## config.mk

```make
export PLATFORM = sky130hd
export DESIGN_NAME = euler_update_stage
export DESIGN_NICKNAME = d
export VERILOG_FILES = /design/src/rtl/ode_pkg.sv /design/src/rtl/fxp_sat_adder.sv /design/src/rtl/euler_update_stage.sv
export SDC_FILE = /design/constraint.sdc
export NUM_CORES = 1
export LEC_CHECK = 0
export CORE_ASPECT_RATIO = 1.75
export CORE_MARGIN = 2
export CORE_UTILIZATION = 45
export CTS_BUF_LIST = sky130_fd_sc_hd__clkbuf_16
export CTS_CLUSTER_SIZE = 28
export DETAILED_ROUTE_END_ITERATION = 10
export PLACE_DENSITY = 0.77
export SLEW_MARGIN = 20
export SYNTH_ARGS = -nofsm -noshare
export SYNTH_HDL_FRONTEND = slang
export SYNTH_SLANG_ARGS = --single-unit
```

## constraint.sdc

```tcl
create_clock -name clk -period 3 [get_ports clk]
set_input_delay 0.6 -clock clk [delete_from_list [all_inputs] [get_ports clk]]
set_output_delay 0.6 -clock clk [all_outputs]
set_load 0.03 [all_outputs]
```

## src/rtl/ode_pkg.sv

```systemverilog
// Shared definitions for the ODE integration stages: word geometry,
// the fixed-point unit constant and the Euler stage FSM encoding.
package ode_pkg;

    localparam int WORD_SIZE     = 16;
    localparam int ADDRESS_WIDTH = 4;
    localparam int FRAC_BITS     = 7;

    localparam logic [WORD_SIZE-1:0] ONE = WORD_SIZE'(1) << FRAC_BITS;

    typedef enum logic [2:0] {
        IDLE,
        RD_X,
        RD_DX,
        MUL_REQ,
        MUL_WAIT,
        WRITE,
        DONE
    } state_t;

endpackage

```

## src/rtl/fxp_sat_adder.sv

```systemverilog
// Combinational signed fixed-point adder with overflow flag.
// SATURATE_EN clamps overflowed sums to the signed range; otherwise wraps.
module fxp_sat_adder
    import ode_pkg::*;
#(
    parameter int WIDTH = WORD_SIZE
) (
    input  logic [WIDTH-1:0] a,
    input  logic [WIDTH-1:0] b,
    output logic [WIDTH-1:0] sum,
    output logic             overflow
);

    logic [WIDTH-1:0] raw;

    assign raw = a + b;

    // Same-sign operands whose result flips sign have left the range.
    assign overflow = (a[WIDTH-1] == b[WIDTH-1])
                   && (raw[WIDTH-1] != a[WIDTH-1]);

`ifdef SATURATE_EN
    always_comb begin
        sum = raw;
        if (overflow) begin
            if (a[WIDTH-1]) begin
                sum = {1'b1, {(WIDTH-1){1'b0}}};
            end else begin
                sum = {1'b0, {(WIDTH-1){1'b1}}};
            end
        end
    end
`else
    assign sum = raw;
`endif

endmodule

```

## src/rtl/euler_update_stage.sv

```systemverilog
// Explicit Euler update x_out[i] = x[i] + h*dx[i] over scratch memory.
// Add overflow clamps when SATURATE_EN is defined, wraps otherwise.
module euler_update_stage #(
    parameter int WORD_SIZE     = ode_pkg::WORD_SIZE,
    parameter int ADDRESS_WIDTH = ode_pkg::ADDRESS_WIDTH,
    parameter int FRAC_BITS     = ode_pkg::FRAC_BITS
) (
    input  logic                     clk,
    input  logic                     rst,
    input  logic                     start,
    input  logic [WORD_SIZE-1:0]     n,
    input  logic [WORD_SIZE-1:0]     step,
    input  logic [ADDRESS_WIDTH-1:0] x_base,
    input  logic [ADDRESS_WIDTH-1:0] dx_base,
    input  logic [ADDRESS_WIDTH-1:0] out_base,
    output logic [ADDRESS_WIDTH-1:0] mem_rd_addr,
    input  logic [WORD_SIZE-1:0]     mem_rd_data,
    output logic                     mem_wr_en,
    output logic [ADDRESS_WIDTH-1:0] mem_wr_addr,
    output logic [WORD_SIZE-1:0]     mem_wr_data,
    output logic                     mul_start,
    output logic [WORD_SIZE-1:0]     mul_op1,
    output logic [WORD_SIZE-1:0]     mul_op2,
    input  logic [WORD_SIZE-1:0]     mul_result,
    input  logic                     mul_done,
    input  logic                     mul_overflow,
    output logic                     busy,
    output logic                     done,
    output logic                     overflow
);

    import ode_pkg::*;

    state_t state;
    state_t state_nx;

    logic [WORD_SIZE-1:0]     n_reg;
    logic [WORD_SIZE-1:0]     h_reg;
    logic [WORD_SIZE-1:0]     i_reg;
    logic [WORD_SIZE-1:0]     x_reg;
    logic [WORD_SIZE-1:0]     prod_reg;
    logic [ADDRESS_WIDTH-1:0] x_base_reg;
    logic [ADDRESS_WIDTH-1:0] dx_base_reg;
    logic [ADDRESS_WIDTH-1:0] out_base_reg;
    logic                     ovf_reg;

    logic [WORD_SIZE-1:0]     sum;
    logic                     add_ovf;
    logic [ADDRESS_WIDTH-1:0] idx;
    logic                     last;

    assign idx      = i_reg[ADDRESS_WIDTH-1:0];
    assign last     = (i_reg + WORD_SIZE'(1)) == n_reg;
    assign overflow = ovf_reg;

    fxp_sat_adder #(
        .WIDTH (WORD_SIZE)
    ) u_add (
        .a        (x_reg),
        .b        (prod_reg),
        .sum      (sum),
        .overflow (add_ovf)
    );

    always_ff @(posedge clk) begin
        if (!rst) begin
            state        <= IDLE;
            n_reg        <= '0;
            h_reg        <= '0;
            i_reg        <= '0;
            x_reg        <= '0;
            prod_reg     <= '0;
            x_base_reg   <= '0;
            dx_base_reg  <= '0;
            out_base_reg <= '0;
            ovf_reg      <= 1'b0;
        end else begin
            state <= state_nx;
            unique case (state)
                IDLE: begin
                    if (start) begin
                        n_reg        <= n;
                        h_reg        <= step;
                        x_base_reg   <= x_base;
                        dx_base_reg  <= dx_base;
                        out_base_reg <= out_base;
                        i_reg        <= '0;
                        ovf_reg      <= 1'b0;
                    end
                end
                RD_DX: begin
                    x_reg <= mem_rd_data;
                end
                MUL_WAIT: begin
                    if (mul_done) begin
                        prod_reg <= mul_result;
                        ovf_reg  <= ovf_reg | mul_overflow;
                    end
                end
                WRITE: begin
                    i_reg   <= i_reg + WORD_SIZE'(1);
                    ovf_reg <= ovf_reg | add_ovf;
                end
                default: begin
                end
            endcase
        end
    end

    // dx is forwarded straight from the read port into the multiplier
    // request, so it never needs a holding register of its own.
    always_comb begin
        state_nx    = state;
        busy        = 1'b0;
        done        = 1'b0;
        mem_rd_addr = '0;
        mem_wr_en   = 1'b0;
        mem_wr_addr = '0;
        mem_wr_data = '0;
        mul_start   = 1'b0;
        mul_op1     = '0;
        mul_op2     = '0;
        unique case (state)
            IDLE: begin
                if (start) begin
                    state_nx = (n == '0) ? DONE : RD_X;
                end
            end
            RD_X: begin
                busy        = 1'b1;
                mem_rd_addr = x_base_reg + idx;
                state_nx    = RD_DX;
            end
            RD_DX: begin
                busy        = 1'b1;
                mem_rd_addr = dx_base_reg + idx;
                state_nx    = MUL_REQ;
            end
            MUL_REQ: begin
                busy      = 1'b1;
                mul_start = 1'b1;
                mul_op1   = h_reg;
                mul_op2   = mem_rd_data;
                state_nx  = MUL_WAIT;
            end
            MUL_WAIT: begin
                busy = 1'b1;
                if (mul_done) begin
                    state_nx = WRITE;
                end
            end
            WRITE: begin
                busy        = 1'b1;
                mem_wr_en   = 1'b1;
                mem_wr_addr = out_base_reg + idx;
                mem_wr_data = sum;
                state_nx    = last ? DONE : RD_X;
            end
            DONE: begin
                done     = 1'b1;
                state_nx = IDLE;
            end
            default: begin
                state_nx = IDLE;
            end
        endcase
        // A reset cycle must not leak a write, request or done pulse.
        if (!rst) begin
            busy        = 1'b0;
            done        = 1'b0;
            mem_rd_addr = '0;
            mem_wr_en   = 1'b0;
            mem_wr_addr = '0;
            mem_wr_data = '0;
            mul_start   = 1'b0;
            mul_op1     = '0;
            mul_op2     = '0;
        end
    end

endmodule

```

==> flow_summary.ini <==
[floorplanning]
fp-row-count = 53
die_height_um = 150
die_w_um = 87.6
die_area_sq_mm = 0.0132
io_pins = 142
coreArea_sq_mm = 0.0120
start_util = 0.459

[yosys]
ys_seq_elements = 96
synth_edf_count = 0
synth_cells = 738
yosys_warnings = 0
synth_ff_type = dfxtp_1
ys_top_cells_by_area = dfxtp_1 35%, nand2_1 13%, a21oi_1 9.6%
ys_seq_area_frac = 0.349
yosysUniqueCellTypes = 59
netlist.top_cell.by_area = dfxtp_1
synth_fp_nets = 844
netlist_area_sq_mm = 0.00551
synthArstFlopShare = 0
syn_avg_cell_area_sq_um = 7.46
synth_top_area_share = 0.349

[grt]
track_usage = 0.248
grt-ovfl-total = 0
first_global_vias = 5274
grt_max_degree = 48
grt_pass1_wl_um = 25600
antenna_found_initial = 0

[sta]
setup_violations = 2
max_freq_ghz = 0.324
finalSetupTns_ps = -116
whs_ps = 449
max_slew_margin = 0.653
finalClockSkew_ps = 9.29
timing.final.hold_violations = 0
maxSlewViolCount = 0
finalCriticalPeriod_ps = 3090
rsz0062_at_grt = true
setup_ws_ps = -85.5
worst_slew_pin_slew_ps = 521
finalCritPeriodShare = 1.03

[setup_path]
crit_buf_inv = 2
cp_slowest_stage_delay_ps = 360
path_cells = inv_4 -> or3_4 -> nand2_2 -> nand2_4 -> ha_4 -> a21o_1 -> a21oi_2 -> xor2_1 -> xnor2_1 -> nor2_2 -> buf_6
cp.arrival_ps = 2490
required_ps = 2400
crit_fanout = 4
cpMaxStageDelayCell = or3_4
crit_path_start = state[1]
critPathCaptureType = output port
crit_family = simple AND/OR/NAND/NOR gates
start_kind = flip-flop
rr_startpoint = i_reg[1]
path_class = flip-flop to output port

[clock_tree]
clk_transition_reported_paths_ps = 70
cts_buffers = 9
ctsLongestPathBuffers = 2
cts_tree = yes
cts_root_buf = clkbuf_16
cts_max_level = 3
worstSkewPairLatency_ps = 350
clock-sinks = 96
hold_buffers = 0

[route]
ant_nets = 0
routed_wl_um = 16600
wl_per_cell_um = 15.7
drt_iter0_markers = 314
firstDrtPassIters = 4
vias_per_cell = 5.28
vias = 5582
drcViolationCount = 0

[finish]
area_growth_pct = 40.7
num_antenna_cells = 0
utilization = 0.646
design_area_sq_mm = 0.00775
fin_nets = 995
fill_cells = 1028
drive_above_1_share = 0.207

[power_and_ir_drop]
powerDensity_mw_per_mm2 = 398
peakVddDrop_uv = 318
p_leak_nw = 3.13

[outcome]
failed_checks = setup timing
status = finished with violations

[place]
portBuffers = 141
place.gp.congestion = 0.944
placed_cell_area_sq_mm = 0.00699
hpwlAfterDp_um = 11900

[worst_hold_path]
worstHoldStart = h_reg[12]
hp-class = flip-flop to flip-flop

[flow_run]
drv_cap = 0
tightest hold or removal path: cells and delay by family (launching register included):
kind / cells / cell delay, ps
compound gates: 1 / 50
simple gates: 1 / 50
flops: 1 / 310
cell usage in the layout, fill, tap and decap left out, types with 3 or more instances in the layout:
cell	n
a21oi_1	102
and4_4	3
a21o_1	7
and2_1	35
and3_1	8
ha_1	11
o21ai_0	12
a31oi_1	4
inv_6	3
o21a_1	4
nand2_2	3
nor3_1	13
o21ai_2	3
nand2_1	185
buf_6	8
a21oi_2	3
clkbuf_16	9
nor2b_1	5
nor2_2	4
xor2_1	18
inv_1	10
buf_4	93
a22oi_1	4
xnor2_1	19
nand4_1	8
nor2_1	47
dfxtp_1	83
a311oi_1	3
nor4_1	6
dfxtp_2	13
and4_1	3
mux2i_1	3
nand3_1	12
nand2b_1	3
clkdlybuf4s50_1	84
ha_4	10
power breakdown:
part	switching [W]	internal [W]	leakage (nW)
registers	0.0000505	0.00135	0.787
logic	0.000331	0.000292	2.21
clock network	0.000501	0.000562	0.130
routing by layer:
| layer | GRT usage | wire (um) | vias to the layer above |
|---|---|---|---|
| li1 | - | - | 2812 |
| met1 | 0.269 | 6260 | 2575 |
| met2 | 0.469 | 9450 | 170 |
| met3 | 0.0373 | 608 | 25 |
| met4 | 0.0931 | 329 | 0 |
| met5 | 0 | 0 | - |
stage by stage:
stage | cells | power (W) | setup WS, ps
3_5_place_dp | 1023 | 0.00199 | 21.0
4_1_cts | 1048 | 0.00308 | -43.7
6_report | 1058 | 0.00308 | -85.5
2_1_floorplan | 738 | 0.00175 | 12.1
5_1_grt | 1058 | 0.00323 | -260
3_3_place_gp | 1023 | 0.00198 | 96.1
what timing repair did:
action	CTS	global route
pin swaps	17	25
endpoints found under the setup margin	8	10
setup buffers	10	11
resized for setup	35	39
cell type report:
type	count	area, sq um	share of cell area
repair buffers	188	1670	0.215
multi-input cells	581	3620	0.467
well taps	165	206	0.0266
clock buffers	9	225	0.0291
flip-flops and latches	96	1940	0.250
clock inverters	6	42.5	0.00549
inverters	13	51.3	0.00662
synth_stat cells (all sizes together), types with 4 or more instances:
cell,n
and4,6
nand3,13
xnor2,19
nor4,7
clkbuf,33
nand2,190
o21ai,16
buf,15
xor2,19
a31oi,6
nor2,51
a22oi,4
nand4,8
a21oi,106
ha,22
nor2b,6
a21o,7
dfxtp,96
o21a,4
inv,13
nor3,15
and3,8
and2,36
cell families after synthesis:
group                      Yosys count  synth area share
muxes                                5           0.00954
xor gates and xnor gates            38            0.0604
and+or+nand+nor                    347             0.288
buffers and inverters               61            0.0513
AOI/OAI and AO/OA                  166             0.181
DFF                                 96             0.349
adders and majority gates           25            0.0609
path summary, 6_finish.rpt:
kind | depth (start not counted) | end | slack (ps)
worst min-delay path | 2 | h_reg[12] | 450
worst max register to register | 8 | state[2] | 410
worst min register to register | 2 | h_reg[12] | 450
worst max-delay path | 11 | mem_rd_addr[3] | -90
(Power assumes the default switching activity.)
